### src/rtl/lsu_pkg.sv
// rtl/lsu_pkg.sv - shared states, funct3 encodings and access-size helper for the load/store unit
package lsu_pkg;

    typedef enum logic [1:0] {IDLE, LO, HI, RESP} lsu_state_t;

    localparam logic [2:0] F3_B  = 3'd0;
    localparam logic [2:0] F3_H  = 3'd1;
    localparam logic [2:0] F3_W  = 3'd2;
    localparam logic [2:0] F3_BU = 3'd4;
    localparam logic [2:0] F3_HU = 3'd5;

    function automatic logic [2:0] size_of(input logic [2:0] funct3);
        case (funct3[1:0])
            2'd0:    return 3'd1;
            2'd1:    return 3'd2;
            default: return 3'd4;
        endcase
    endfunction

endpackage

### src/rtl/lsu_align.sv
// rtl/lsu_align.sv - combinational lane shifter: store byte mask/data placement, load extract and extend
module lsu_align
    import lsu_pkg::*;
(
    input  logic [2:0]  funct3,
    input  logic [1:0]  offset,
    input  logic [31:0] wdata,
    input  logic [63:0] rword,
    output logic [7:0]  mask,
    output logic [63:0] wdata64,
    output logic [31:0] rdata
);

    logic [7:0]  size_mask;
    logic [31:0] shifted;

    always_comb begin
        size_mask = (8'd1 << size_of(funct3)) - 8'd1;
        mask      = size_mask << offset;
        wdata64   = {32'd0, wdata} << {offset, 3'b000};
        // Only the low word matters after the shift: the access never exceeds four bytes.
        shifted   = 32'(rword >> {offset, 3'b000});
        case (funct3)
            F3_B:    rdata = {{24{shifted[7]}}, shifted[7:0]};
            F3_H:    rdata = {{16{shifted[15]}}, shifted[15:0]};
            F3_W:    rdata = shifted;
            F3_BU:   rdata = {24'd0, shifted[7:0]};
            F3_HU:   rdata = {16'd0, shifted[15:0]};
            default: rdata = 32'd0;
        endcase
    end

endmodule

### src/rtl/lsu.sv
// rtl/lsu.sv - RV32I load/store unit in front of dmem; LSU_MISALIGNED_EN enables word-crossing splits
module lsu
    import lsu_pkg::*;
#(
    parameter int WIDTH = 32
) (
    input  logic             clk,
    input  logic             rst,
    input  logic             req_valid,
    output logic             req_ready,
    input  logic             req_we,
    input  logic [2:0]       req_funct3,
    input  logic [WIDTH-1:0] req_addr,
    input  logic [WIDTH-1:0] req_wdata,
    output logic             resp_valid,
    output logic [WIDTH-1:0] resp_rdata,
    output logic             resp_err,
    output logic             mem_read,
    output logic             mem_write,
    output logic [WIDTH-3:0] mem_addr,
    output logic [WIDTH-1:0] mem_wdata,
    output logic [3:0]       mem_byteen,
    input  logic [WIDTH-1:0] mem_rdata
);

    lsu_state_t       state, next;
    logic             r_we, r_err;
    logic [2:0]       r_f3;
    logic [WIDTH-1:0] r_addr, r_wdata, lo_word, hi_word;
    logic [7:0]       mask;
    logic [63:0]      wdata64;
    logic [31:0]      ld_data;
    logic             accept, acc_illegal, acc_err;
    logic [2:0]       acc_size;

    assign req_ready   = (state == IDLE) && !rst;
    assign accept      = req_valid && req_ready;
    assign acc_size    = size_of(req_funct3);
    assign acc_illegal = (req_funct3 == 3'd3) || (req_funct3 == 3'd6) || (req_funct3 == 3'd7)
                       || (req_we && req_funct3[2]);

`ifdef LSU_MISALIGNED_EN
    logic acc_cross, r_cross;
    assign acc_cross = ({2'b00, req_addr[1:0]} + {1'b0, acc_size}) > 4'd4;
    assign acc_err   = acc_illegal;
`else
    logic acc_misal;
    // Any access not naturally aligned is rejected; this also covers every word-crossing case.
    assign acc_misal = ((acc_size == 3'd2) && req_addr[0]) || ((acc_size == 3'd4) && (req_addr[1:0] != 2'b00));
    assign acc_err   = acc_illegal || acc_misal;
`endif

    lsu_align u_align (
        .funct3  (r_f3),
        .offset  (r_addr[1:0]),
        .wdata   (r_wdata),
        .rword   ({hi_word, lo_word}),
        .mask    (mask),
        .wdata64 (wdata64),
        .rdata   (ld_data)
    );

    always_ff @(posedge clk or posedge rst) begin
        if (rst) begin
            state   <= IDLE;
            r_we    <= 1'b0;
            r_err   <= 1'b0;
            r_f3    <= 3'd0;
            r_addr  <= '0;
            r_wdata <= '0;
            lo_word <= '0;
            hi_word <= '0;
`ifdef LSU_MISALIGNED_EN
            r_cross <= 1'b0;
`endif
        end else begin
            state <= next;
            if (accept) begin
                r_we    <= req_we;
                r_err   <= acc_err;
                r_f3    <= req_funct3;
                r_addr  <= req_addr;
                r_wdata <= req_wdata;
`ifdef LSU_MISALIGNED_EN
                r_cross <= acc_cross;
`endif
            end
            if (state == LO) lo_word <= mem_rdata;
            if (state == HI) hi_word <= mem_rdata;
        end
    end

    always_comb begin
        next       = state;
        resp_valid = 1'b0;
        resp_err   = 1'b0;
        resp_rdata = '0;
        mem_read   = 1'b0;
        mem_write  = 1'b0;
        mem_addr   = '0;
        mem_wdata  = '0;
        mem_byteen = 4'd0;
        case (state)
            IDLE: if (accept) next = acc_err ? RESP : LO;
            LO: begin
                mem_read   = !r_we;
                mem_write  = r_we;
                mem_addr   = r_addr[WIDTH-1:2];
                mem_byteen = mask[3:0];
                mem_wdata  = r_we ? wdata64[31:0] : '0;
`ifdef LSU_MISALIGNED_EN
                next = r_cross ? HI : RESP;
`else
                next = RESP;
`endif
            end
            HI: begin
                mem_read   = !r_we;
                mem_write  = r_we;
                mem_addr   = r_addr[WIDTH-1:2] + (WIDTH-2)'(1);
                mem_byteen = mask[7:4];
                mem_wdata  = r_we ? wdata64[63:32] : '0;
                next       = RESP;
            end
            RESP: begin
                resp_valid = 1'b1;
                resp_err   = r_err;
                resp_rdata = (r_err || r_we) ? '0 : ld_data;
                next       = IDLE;
            end
            default: next = IDLE;
        endcase
    end

endmodule

### config.mk
export PLATFORM = sky130hd
export DESIGN_NAME = lsu
export DESIGN_NICKNAME = d
export VERILOG_FILES = /design/src/rtl/lsu_pkg.sv /design/src/rtl/lsu_align.sv /design/src/rtl/lsu.sv
export SDC_FILE = /design/constraint.sdc
export NUM_CORES = 1
export LEC_CHECK = 0
export BUFFER_PORTS_ARGS = -buffer_cell sky130_fd_sc_hd__buf_4
export CAP_MARGIN = 20
export CORE_ASPECT_RATIO = 0.7
export CORE_UTILIZATION = 42
export CTS_CLUSTER_SIZE = 25
export DETAILED_ROUTE_END_ITERATION = 8
export PLACE_DENSITY = 0.66
export SLEW_MARGIN = 10
export SYNTH_ARGS = -nofsm -noshare
export SYNTH_HDL_FRONTEND = slang
export SYNTH_SLANG_ARGS = --single-unit
### constraint.sdc
create_clock -name clk -period 4.2 [get_ports clk]
set_input_delay 0.84 -clock clk [delete_from_list [all_inputs] [get_ports clk]]
set_output_delay 0.84 -clock clk [all_outputs]
set_load 0.02 [all_outputs]
## Word level (Yosys, flattened, before mapping)

Index checks and enable logic that the tools add are counted.

| word-level totals | value |
|---|---|
| bits in registers | 135 |
| bits in latches | 0 |
| RAM bits | 0 |
| ROM bits | 0 |
| input port bits | 103 |
| output and inout bits | 103 |
| memories kept | 0 |

| operators by class | value |
|---|---|
| $add $sub $neg | 2 |
| multipliers | 0 |
| divide/modulo/power cells | 0 |
| magnitude comparators | 0 |
| equal/unequal tests | 15 |
| shift operators | 4 |
| mux-type cells | 17 |
| bitwise operators | 0 |
| reduce and logical (&&, ||, !) cells | 19 |

Operator list:

| cell | count |
|---|---|
| 32-bit one-hot mux with 5 select lines | 1 |
| 32-bit two-way mux | 4 |
| 32-bit one-hot mux with 2 select lines | 1 |
| 32-bit by 5-bit << shifter with 64-bit output | 1 |
| 64-bit by 5-bit >> shifter with 32-bit output | 1 |
| 30-bit one-hot mux with 2 select lines | 1 |
| 30-bit by 1-bit adder with 30-bit output (second input constant) | 1 |
| 3-bit equality test (second input constant) | 5 |
| 3-bit one-hot mux with 2 select lines | 2 |
| 3-bit by 2-bit equality test with 1-bit output (second input constant) | 3 |
| 4-bit one-hot mux with 2 select lines | 1 |
| 1-bit by 3-bit << shifter with 8-bit output (first input constant) | 1 |
| 8-bit by 2-bit << shifter with 8-bit output | 1 |
| 8-bit by 1-bit subtractor with 8-bit output (second input constant) | 1 |
| 2-bit by 1-bit equality test with 1-bit output (second input constant) | 3 |
| 2-bit logical NOT | 3 |
| 1-bit logical OR | 6 |
| 2-bit one-hot mux with 3 select lines | 1 |
| 1-bit logical AND | 5 |
| 2-bit equality test (second input constant) | 2 |
| 1-bit two-way mux | 4 |
| 2-bit two-way mux | 2 |
| 3-bit by 1-bit equality test with 1-bit output (second input constant) | 1 |
| 3-bit logical NOT | 1 |
| other kinds (4) | 5 |

## Depth between registers and ports, before layout

| depth | value |
|---|---|
| depth after elaboration | 9 |
| mapped depth | 9 |

## Modules after synthesis

From an unflattened synthesis, not the netlist that was laid out.

| unflattened totals | value |
|---|---|
| cell total of the unflattened synthesis | 882 |
| area total of the unflattened synthesis | 9277.6 um2 |

Modules (own cells, without submodules):

| module | instances | cells each | area each (um2) |
|---|---|---|---|
| lsu | 1 | 605 | 6884.1 |
| lsu_align | 1 | 277 | 2393.5 |

## Worst setup path after synthesis

Ideal clock, no wire load.

| timing | value |
|---|---|
| path kind | flip-flop to output port |
| start | reg r_addr[2] |
| end | out mem_addr[24] |
| arrival | 2.181 ns |
| required time | 3.360 ns |
| path slack | 1.179 ns |
| stages on the path, launching flop included | 6 |
| buffers on the path | 0 |
| cells stage by stage | dfrtp_1 ha_1 nand4_1 nor4_4 nand2_1 o41ai_1 |

| on the way | value |
|---|---|
| cells in the longest elaborated chain, start to end | 2 |

Ends and longest elaborated chain:

| item | RTL line | RTL |
|---|---|---|
| start: declaration | lsu.sv:29 | `logic [WIDTH-1:0] r_addr, r_wdata, lo_word, hi_word;` |
| start signal: assignment | lsu.sv:82 | `r_addr <= req_addr;` |
| 30-bit by 1-bit adder with 30-bit output | lsu.sv:120 | `mem_addr = r_addr[WIDTH-1:2] + (WIDTH-2)'(1);` |
| 30-bit one-hot mux with 2 select lines | lsu.sv:103 | `case (state)` |
| end: declaration | lsu.sv:20 | `output logic [WIDTH-3:0] mem_addr,` |

No other way between the ends.

## Final worst setup path

| timing | value |
|---|---|
| start | reg r_addr[3] |
| end | out mem_addr[28] |

Same word-level chain as after synthesis.

==> summary.txt <==
Run status
  – Status: finished, final reports clean

Clocking
  – Post-CTS Setup Inserts: 0
  – Worst-Skew Late Latency: between 0.4 and 0.5 ns
  – Clk root buf: clkbuf_16
  – CTS tree: done
  – CTS Buffer Depth: 2
  – Total CTS buffers: 17
  – H-tree Lvls: 4
  – Cts hold-fix bufs: 0
  – Worst-path clk slew: 0.05 ns
  – Sink Count: roughly 130
  – Resized cells post-CTS: 0

Timing
  – Relative slew slack: 38.2%
  – RSZ-0062 raised after global routing: no
  – Final min period: ~3.8 ns
  – FMAX: around 270 MHz
  – Final critical-path share of the clock period: 89.8%
  – Max Slew Vio Count: 0
  – Setup Total Neg Slack: 0 ns
  – Least-Margin Pin Slew: 0.923 ns
  – Setup ws final: between 0.4 and 0.5 ns
  – Final number of hold-violating endpoints: 0
  – Final setup viols: 0
  – Worst clock skew: 0.00989 ns

Worst setup path
  – Crit Path Max Fanout: 8
  – Setup crit end kind: output port
  – Crit. Startpoint: r_addr[3]
  – CP max stage cell: nor4_4
  – Crit start category: flip-flop
  – Arrival time worst endpoint: 2.93 ns
  – Worst r2r path cells: 6
  – Max incr delay on CP: 0.61 ns
  – RR Endpoint: r_wdata[1]
  – Crit Path Class: reg -> out
  – Crit path max-delay family: simple AND/OR/NAND/NOR gates
  – CP Cell Sequence: ha_1 > nand4_1 > nor4_4 > nand2_1 > o211a_1 > a211o_1 > buf_4
  – Critical Path Sink: mem_addr[28]
  – WP buf/inv: 1
  – R2r setup slk: around 1.5 ns
  – Worst endpoint required time: 3.36 ns
  – R2R Path Start: state[0]
  – Crit path depth: 7

Floorplan
  – Die width: 168 µm
  – Die H: between 100 and 150 µm
  – Initial Util: 43.0%
  – I/O pins: 206
  – Total die area: between 15000 and 20000 µm²
  – Row cnt: 42
  – Total core area: 19000 µm²

Final layout
  – Multi-input logic area: 4670 µm²
  – Area growth syn-to-layout: 28.6%
  – Nets@finish: 1047
  – Sequential cell area: about 3200 µm²
  – # fillers: 1659
  – Diode count: 0
  – Share of cells above drive strength 1: 45.9%

Worst hold path
  – HP Class: reg -> reg

Yosys
  – Top-count cell post-synth: dfrtp_1
  – Mapped Cells: 755
  – Synth cell count leaders: dfrtp_1 (127), mux2_2 (124), nand2_1 (60)
  – Synth area leader: dfrtp_1
  – Netlist Area Pre-Place: 8150 µm²
  – Library cells used by synthesis: 61
  – Post-synth top flop: dfrtp_1
  – Ys Warns: 0
  – Mapped Avg Cell Area: 10.8 µm²
  – Asr flop ratio synth: 100%
  – Largest cells by area after synthesis: dfrtp_1 (39%), mux2_2 (17%), mux4_2 (10%)
  – Seq cells post-synth: 127
  – Number of synthesized flops with an enable pin: 0
  – Syn nets: 867
  – Top cell type's share of synthesized area: 39.0%
  – Seq/Total Area, Yosys: 39.0%

Job
  – Max-Cap Viols: 0

Placement
  – Number of I/O port buffers: 205
  – Post-DP HPWL: 16.6 mm
  – Pre-CTS setup slack: 0.932 ns
  – RD Place Congestion: roughly 0.82

Drt
  – Vias: 6894
  – Antenna Nets Post-Route: 0
  – Number of remaining DRC errors: 0
  – Via-to-Cell Ratio: 5.69
  – Final WL: 23.5 mm
  – Initial DRT Pass Iterations: 6
  – Avg WL per Cell: just under 20 µm
  – DRT iter0 DRCs: 775

Power and ir drop
  – P_sw: about 3.6 mW
  – Tot Pwr: 8.67 mW
  – Leakage: 4.59 nW
  – Power Internal: 5.02 mW
  – Sequential power share: 30.6%
  – Maximum vdd drop: 0.364 mV
  – Pwr/cell area: 827 nW/µm²
  – Comb pwr share: 52.4%
  – Clock Power Share: 16.9%
  – Sw Ratio: a little over two fifths

Global routing
  – Grt met3 use: about 6.7%
  – First-pass GRT wire length: 37.8 mm
  – Vias in the first global route: 6633
  – Largest net degree at the start of global routing: 128
  – Grt met1 use: roughly 37%
  – Met2 Use GR: about a third
  – Congestion Overflow GR: 0
  – Overall Global Routing Usage: 24.4%
  – Initial antenna violation count: 0
  – GRT Max-Usage Layer: met1
==> worst min path at each step <==
| stage | from | end | slack [ns] | cells after the start |
|---|---|---|---|---|
| finish | hi_word[21] | hi_word[21] | 0.50 | 1 |
| global route | hi_word[21] | hi_word[21] | 0.52 | 1 |
| global placement | hi_word[16] | hi_word[16] | 0.49 | 1 |
| CTS | hi_word[21] | hi_word[21] | 0.51 | 1 |
| detailed placement | hi_word[21] | hi_word[21] | 0.49 | 1 |
| floorplan | r_err | r_err | 0.46 | 2 |
==> flip-flops by register name, indices dropped and copies added, names as in the netlist <==
signal,count
r_f3,3
r_wdata,32
state,2
hi_word,24
r_err,1
lo_word,32
r_we,1
r_addr,32
==> routing by layer <==
layer  vias up  part of all wire, %  wire length (µm)
met5         -                    0                 0
met4         0                 0.97               227
met3        20                  8.8              2080
met2       315                   42              9820
met1      3388                   48             11300
li1       3171                    -                 -
==> layout by cell type (no fill, tap or decap), types with 5 or more instances in the layout <==
| master | instances |
|---|---|
| a21oi_1 | 41 |
| a21oi_2 | 10 |
| a31oi_1 | 6 |
| and2_1 | 9 |
| and3_1 | 13 |
| buf_4 | 219 |
| clkbuf_16 | 17 |
| dfrtp_1 | 125 |
| ha_1 | 7 |
| inv_1 | 11 |
| mux2_2 | 124 |
| mux2i_1 | 29 |
| mux4_2 | 37 |
| nand2_1 | 59 |
| nand3_1 | 18 |
| nand4_1 | 13 |
| nor2_1 | 55 |
| nor2b_1 | 12 |
| nor3_1 | 5 |
| o21ai_0 | 31 |
| o22a_1 | 10 |
| o22ai_1 | 5 |
==> cell families (layout without fill, tap and decap cells) <==
group,after synthesis,after routing,synth area share [%]
and+or+nand+nor,212,212,13.2
muxes,191,191,31.1
AOI/OAI and AO/OA,143,143,11.4
DFF,127,127,39.0
buffers and inverters,72,265,3.81
adders and majority gates,9,9,1.38
xor gates and xnor gates,1,1,0.107
==> power by group through the flow <==
stage	Combinational (mW)	Clock [mW]	Sequential (mW)
detailed placement	4.53	0	2.64
global route	4.91	1.55	2.76
CTS	4.56	1.49	2.63
floorplan	3.51	0	2.28
finish	4.54	1.47	2.66
global placement	4.47	0	2.61
==> layout make-up <==
cell class / instances / area share [%]
Clock buffer: 22 / 4.43
Clock inverter: 10 / 1.07
Inverter: 13 / 0.525
Multi-Input combinational cell: 556 / 44.6
Sequential cell: 127 / 30.4
Tap cell: 264 / 3.15
Timing Repair Buffer: 220 / 15.9
==> metrics by stage <==
step                std cells  util [%]  area, µm²  hold slack, ns
floorplan                 755         -       8150           0.461
global placement         1180      52.2       9910           0.488
detailed placement       1180      52.2       9910           0.495
CTS                      1212      55.3      10500           0.506
global route             1212      55.3      10500           0.520
finish                   1212      55.3      10500           0.501
No activity file was read; power rests on OpenSTA's default activity.
